File: src/rtl/uart_char_receiver.sv
// ---------------------------------------------------------------------------
// uart_char_receiver
//   8N1 serial receiver feeding a small character FIFO. Decoded bytes queue up
//   so a busy consumer never loses a character; the head byte is held on
//   o_char_out until the consumer acknowledges it.
//
// Ports
//   clock          system clock, all logic on posedge
//   reset          synchronous, active-high
//   i_rx_in        asynchronous serial line, idle high
//   i_char_ack     pop the head character (ignored while empty)
//   o_char_out     FIFO head, IDLE_CHAR while empty
//   o_char_valid   FIFO not empty
//   o_frame_err    one-cycle pulse: stop bit sampled low
//   o_overflow     sticky: a byte was dropped because the FIFO was full
//   o_fifo_count   number of stored characters
// ---------------------------------------------------------------------------
module uart_char_receiver #(
  parameter int          CLKS_PER_BIT = 16,
  parameter int          FIFO_DEPTH   = 4,
  parameter logic [7:0]  IDLE_CHAR    = 8'h00
) (
  input  logic                             clock,
  input  logic                             reset,
  input  logic                             i_rx_in,
  input  logic                             i_char_ack,
  output logic [7:0]                       o_char_out,
  output logic                             o_char_valid,
  output logic                             o_frame_err,
  output logic                             o_overflow,
  output logic [$clog2(FIFO_DEPTH+1)-1:0]  o_fifo_count
);

  localparam int CNT_W  = $clog2(CLKS_PER_BIT);
  localparam int PTR_W  = $clog2(FIFO_DEPTH);
  localparam int FCNT_W = $clog2(FIFO_DEPTH + 1);

  localparam logic [CNT_W-1:0]  HALF_LAST  = CNT_W'(CLKS_PER_BIT / 2 - 1);
  localparam logic [CNT_W-1:0]  BIT_LAST   = CNT_W'(CLKS_PER_BIT - 1);
  localparam logic [FCNT_W-1:0] FULL_COUNT = FCNT_W'(FIFO_DEPTH);

  typedef enum logic [2:0] {
    RX_IDLE,
    RX_START,
    RX_DATA,
    RX_STOP,
    RX_WAIT_HIGH
  } rx_state_t;

  // Synchronizer and receiver state
  logic             r_sync_meta;
  logic             r_rx_s;
  rx_state_t        r_state;
  logic [CNT_W-1:0] r_clk_cnt;
  logic [2:0]       r_bit_cnt;
  logic [7:0]       r_shift;
  logic             r_frame_err;

  rx_state_t        w_state_nxt;
  logic [CNT_W-1:0] w_clk_cnt_nxt;
  logic [2:0]       w_bit_cnt_nxt;
  logic [7:0]       w_shift_nxt;
  logic             w_push_req;
  logic             w_frame_err_nxt;

  // FIFO state
  logic [7:0]        r_mem [FIFO_DEPTH];
  logic [PTR_W-1:0]  r_wr_ptr;
  logic [PTR_W-1:0]  r_rd_ptr;
  logic [FCNT_W-1:0] r_count;
  logic              r_overflow;

  logic w_empty;
  logic w_full;
  logic w_pop;
  logic w_push;
  logic w_drop;

  // -------------------------------------------------------------------------
  // Input synchronizer: both flops reset to the idle (high) line level so a
  // reset never looks like a start bit.
  // -------------------------------------------------------------------------
  // NOTE: every clocked process uses non-blocking assignments so all flops
  // update together from the values present before the edge.
  always_ff @(posedge clock) begin
    if (reset) begin
      r_sync_meta <= 1'b1;
      r_rx_s      <= 1'b1;
    end else begin
      r_sync_meta <= i_rx_in;
      r_rx_s      <= r_sync_meta;
    end
  end

  // -------------------------------------------------------------------------
  // RX FSM: state register
  // -------------------------------------------------------------------------
  always_ff @(posedge clock) begin
    if (reset) begin
      r_state     <= RX_IDLE;
      r_clk_cnt   <= '0;
      r_bit_cnt   <= '0;
      r_shift     <= '0;
      r_frame_err <= 1'b0;
    end else begin
      r_state     <= w_state_nxt;
      r_clk_cnt   <= w_clk_cnt_nxt;
      r_bit_cnt   <= w_bit_cnt_nxt;
      r_shift     <= w_shift_nxt;
      r_frame_err <= w_frame_err_nxt;
    end
  end

  // -------------------------------------------------------------------------
  // RX FSM: next-state logic. The start bit is re-checked at its midpoint;
  // every later sample lands one full bit period further on, i.e. mid-bit.
  // -------------------------------------------------------------------------
  // NOTE: every signal driven here gets a default first, so no path through
  // the case statement can leave it unassigned and infer a latch.
  always_comb begin
    w_state_nxt     = r_state;
    w_clk_cnt_nxt   = r_clk_cnt + CNT_W'(1);
    w_bit_cnt_nxt   = r_bit_cnt;
    w_shift_nxt     = r_shift;
    w_push_req      = 1'b0;
    w_frame_err_nxt = 1'b0;

    case (r_state)
      RX_IDLE: begin
        w_clk_cnt_nxt = '0;
        if (!r_rx_s) begin
          w_state_nxt = RX_START;
        end
      end

      RX_START: begin
        if (r_clk_cnt == HALF_LAST) begin
          w_clk_cnt_nxt = '0;
          w_bit_cnt_nxt = '0;
          // A line that is high again at mid-start was only a glitch.
          w_state_nxt   = r_rx_s ? RX_IDLE : RX_DATA;
        end
      end

      RX_DATA: begin
        if (r_clk_cnt == BIT_LAST) begin
          w_clk_cnt_nxt = '0;
          w_shift_nxt   = {r_rx_s, r_shift[7:1]};  // LSB arrives first
          w_bit_cnt_nxt = r_bit_cnt + 3'd1;
          if (r_bit_cnt == 3'd7) begin
            w_state_nxt = RX_STOP;
          end
        end
      end

      RX_STOP: begin
        if (r_clk_cnt == BIT_LAST) begin
          w_clk_cnt_nxt = '0;
          if (r_rx_s) begin
            w_push_req  = 1'b1;
            w_state_nxt = RX_IDLE;
          end else begin
            w_frame_err_nxt = 1'b1;
            w_state_nxt     = RX_WAIT_HIGH;
          end
        end
      end

      RX_WAIT_HIGH: begin
        // A line still low after a bad stop bit is not a new start bit.
        w_clk_cnt_nxt = '0;
        if (r_rx_s) begin
          w_state_nxt = RX_IDLE;
        end
      end

      default: begin
        w_clk_cnt_nxt = '0;
        w_state_nxt   = RX_IDLE;
      end
    endcase
  end

  // -------------------------------------------------------------------------
  // Character FIFO. A push into a full FIFO still succeeds when the consumer
  // frees a slot in the same cycle; a pop on an empty FIFO is ignored.
  // -------------------------------------------------------------------------
  assign w_empty = (r_count == '0);
  assign w_full  = (r_count == FULL_COUNT);
  assign w_pop   = i_char_ack && !w_empty;
  assign w_push  = w_push_req && (!w_full || w_pop);
  assign w_drop  = w_push_req && w_full && !w_pop;

  // NOTE: the storage array carries no reset; r_count alone decides which
  // entries are meaningful, so stale contents are never observed.
  always_ff @(posedge clock) begin
    if (w_push) begin
      r_mem[r_wr_ptr] <= r_shift;
    end
  end

  always_ff @(posedge clock) begin
    if (reset) begin
      r_wr_ptr   <= '0;
      r_rd_ptr   <= '0;
      r_count    <= '0;
      r_overflow <= 1'b0;
    end else begin
      if (w_push) begin
        r_wr_ptr <= r_wr_ptr + PTR_W'(1);
      end
      if (w_pop) begin
        r_rd_ptr <= r_rd_ptr + PTR_W'(1);
      end
      case ({w_push, w_pop})
        2'b10:   r_count <= r_count + FCNT_W'(1);
        2'b01:   r_count <= r_count - FCNT_W'(1);
        default: r_count <= r_count;
      endcase
      if (w_drop) begin
        r_overflow <= 1'b1;
      end
    end
  end

  // Outputs are taken straight from registers (head read through the pointer).
  assign o_char_out   = w_empty ? IDLE_CHAR : r_mem[r_rd_ptr];
  assign o_char_valid = !w_empty;
  assign o_frame_err  = r_frame_err;
  assign o_overflow   = r_overflow;
  assign o_fifo_count = r_count;

endmodule
File: config.mk
export PLATFORM = sky130hd
export DESIGN_NAME = uart_char_receiver
export DESIGN_NICKNAME = d
export VERILOG_FILES = /design/src/rtl/uart_char_receiver.sv
export SDC_FILE = /design/constraint.sdc
export NUM_CORES = 1
export LEC_CHECK = 0
export CORE_UTILIZATION = 40
export CTS_CLUSTER_SIZE = 30
export DETAILED_ROUTE_END_ITERATION = 16
export DONT_BUFFER_PORTS = 1
export PLACE_DENSITY_LB_ADDON = 0.3
export SLEW_MARGIN = 5
export SYNTH_ARGS = -nofsm -noshare
export SYNTH_HDL_FRONTEND = slang
export SYNTH_SLANG_ARGS = --single-unit
File: constraint.sdc
create_clock -name clock -period 3.5 [get_ports clock]
set_clock_uncertainty 0.2 [all_clocks]
set_input_delay 0.175 -clock clock [delete_from_list [all_inputs] [get_ports clock]]
set_output_delay 0.175 -clock clock [all_outputs]
set_load 0.01 [all_outputs]
==> out/results.tsv <==
metric	value	unit
CORE AREA	6420	um2
synthesized net count	219	
share of layout cells above drive strength 1	0.164	
fmax	354	MHz
commonest non-fill, non-tap cell in the layout	edfxtp_1	
worst-path fanout max	7	
Initial DRC Count	45	
syn avg cell area	13.1	um2
post-synth cell types	40	
P&R area growth vs syn	11.1	%
post-route ant nets	0	
final routed DRC violation total	2	
all-layer global routing usage	0.141	
dpl cells	272	
NumNets Final	222	
CTS sink cnt	63	
most frequent cells in the layout	edfxtp_1, dfxtp_1, nor2_1	
clock transition at the registers of the reported paths	0.08	ns
worst rel slew slack	0.339	
Detail Placement HPWL	2.84	mm
Die Span Y	84.2	um
Vias/cell	5.07	
Synth Warn #	0	
largest net degree at the start of global routing	27	
worst vdd ir	0.000173	V
worst-case clock buffer depth	2	
post-synthesis sequential area ratio	0.585	
worst hold path class	reg2reg	
RSZ-0062 raised after global routing	no	
post-synthesis mux area share	0.115	
startpoint types	flop	
CP Data Arrival Time	2.89	ns
crit path from	o_fifo_count[2]	
CP max-delay cell	nor4b_1	
initial antenna violation count	0	
largest family of logic cells by synthesized area	simple AND/OR/NAND/NOR gates	
Mapped Cells	206	
Synth Area in Compound Gates	0.0421	
first-pass GRT wire length	7.31	mm
critical path type	reg2reg	
TritonCTS clock tree	done	
DR WL/cell	15.1	um
post-CTS sizing	0	
PD cells	506	nW/um2
Die ar.	7100	um2
final hold viol count	0	
remaining global-route overflow	0	
H-Tree Depth	3	
worst r2r src	o_fifo_count[2]	
Tightest Pin Transition	0.988	ns
failing checks	DRC	
slowest stage delay, CP	0.59	ns
delay-heaviest family, CP	simple AND/OR/NAND/NOR gates	
drt first pass iters	10	
# rows	29	
CP required	3.57	ns
Leak Pwr	0.978	nW
HP Start	r_sync_meta	
Tmin final	2.82	ns
Antenna Cells	0	
GP Congestion	0.697	
most used cell, CP	inv_1	
Yosys reg bits	63	
Bufs and invs on worst path	2	
status	finished with violations	
Routed WL	4.40	mm
Tcrit/Tclk final	0.807	
Post-CTS Setup Bufs	0	
port bufs	0	
Setup TNS	0	ns
XOR/XNOR share of the synthesized area	0.0259	
Adder-Cell Fraction of Synth Area	0.0444	
latest clock arrival within the worst-skew pair	0.35	ns
Post-Synthesis Cell Area	2710	um2
Cell Count, Final, Fillers Out	291	
Worst Setup End Kind	flop	
CTS root buffer	clkbuf_8	
Max Slew Vio Count	0	
CTS Buf Count	9	
Synth Area in Simple Gates	0.160	
die width	84.2	um
io pins	18	
critical-path cell list	nor4b_1 -> nor4_4 -> inv_1 -> ha_1 -> inv_1 -> fa_1 -> xor2_1 -> or3_1 -> a21oi_1	
Initial Util	0.421	
MaxCap Viol Count	0	
DR vias	1476	
number of global-route vias before repair	1462	
Final setup viols	0	
synthesized netlist by cell type:
master,count,area share
o221ai_1,1,0.0032
nand3_2,1,0.0037
edfxtp_1,32,0.36
mux2_2,1,0.0042
o31a_1,1,0.0032
xor2_1,5,0.016
mux2i_1,12,0.044
xnor2_1,3,0.0097
o21a_1,1,0.0028
nor4b_1,1,0.0032
o21ai_0,1,0.0018
and3b_1,1,0.0032
a2111oi_2,1,0.0055
a21oi_1,4,0.0074
nor4_1,1,0.0023
o32ai_4,1,0.010
mux4_2,8,0.067
nor4_4,1,0.0079
dfxtp_1,31,0.23
or3_1,4,0.0092
buf_6,1,0.0042
clkbuf_1,6,0.0083
fa_1,1,0.0074
nor3_1,6,0.011
and2_1,14,0.032
or2_2,2,0.0046
nand3_1,4,0.0074
nor2_1,24,0.033
or2_1,1,0.0023
a31oi_1,1,0.0023
a211oi_1,1,0.0028
ha_1,8,0.037
o211ai_1,1,0.0028
inv_1,6,0.0083
nor3_4,2,0.012
and2b_2,1,0.0032
buf_2,4,0.0074
nand2_1,5,0.0069
nand2b_1,6,0.014
and3_2,1,0.0028
area by class of cell:
class | instances | area, um2
multi-input cells | 126 | 1050
clock buffers | 9 | 124
inverters | 6 | 22.5
clock inverters | 7 | 103
repair buffers | 3 | 30.0
fillers | 569 | 3420
flip-flops and latches | 63 | 1580
well taps | 77 | 96.3
sequential cells by signal, summed over array words and instances (netlist names), 2 cells and up, named ones only:
name          flops
r_shift           8
r_bit_cnt         3
r_rd_ptr          2
r_mem            32
r_state           3
r_clk_cnt         4
r_wr_ptr          2
o_fifo_count      3
what timing repair did:
item / CTS / global route
hold buffers: 3 / 0
endpoints found under the setup margin: 0 / 0
hold endpoints to repair: 28 / 0
stage by stage:
step | setup WS [ns] | power, W | utilization | hold WS (ns) | area, um2
floorplan | 0.961 | 0.000820 | - | 0.0788 | 2710
global placement | 0.839 | 0.000820 | 0.428 | 0.0473 | 2750
detailed placement | 0.701 | 0.000820 | 0.428 | 0.0489 | 2750
CTS | 0.672 | 0.00154 | 0.468 | 0.217 | 3000
global route | 0.471 | 0.00158 | 0.468 | 0.245 | 3000
finish | 0.675 | 0.00152 | 0.468 | 0.209 | 3000
logic make-up (layout without fill, tap and decap cells):
family          count (synthesis)  count (layout)
compound gates                 13              13
xor+xnor                        8               8
fa+ha+maj                       9               9
buf+inv                        17              25
flops                          63              63
mux                            21              21
simple gates                   75              75
routing by layer:
metal / track usage / up-vias / wire (um)
met2: 0.236 / 18 / 2130
met5: 0 / - / 0
met3: 0.0560 / 7 / 156
li1: - / 741 / -
met1: 0.155 / 710 / 2030
met4: 0.0752 / 0 / 87
worst paths after layout:
kind / cells past startpoint / slack, ns / end
worst max-delay path: 9 / 0.68 / o_fifo_count[2]
worst min-delay path: 1 / 0.21 / r_rx_s
worst max register to register: 9 / 0.68 / o_fifo_count[2]
worst min register to register: 1 / 0.21 / r_rx_s
where the power goes:
part / total (W) / switching, W / internal, W
logic: 0.0000330 / 0.0000188 / 0.0000142
registers: 0.000777 / 0.00000702 / 0.000770
clock network: 0.000710 / 0.000301 / 0.000409
(Power assumes the default switching activity.)
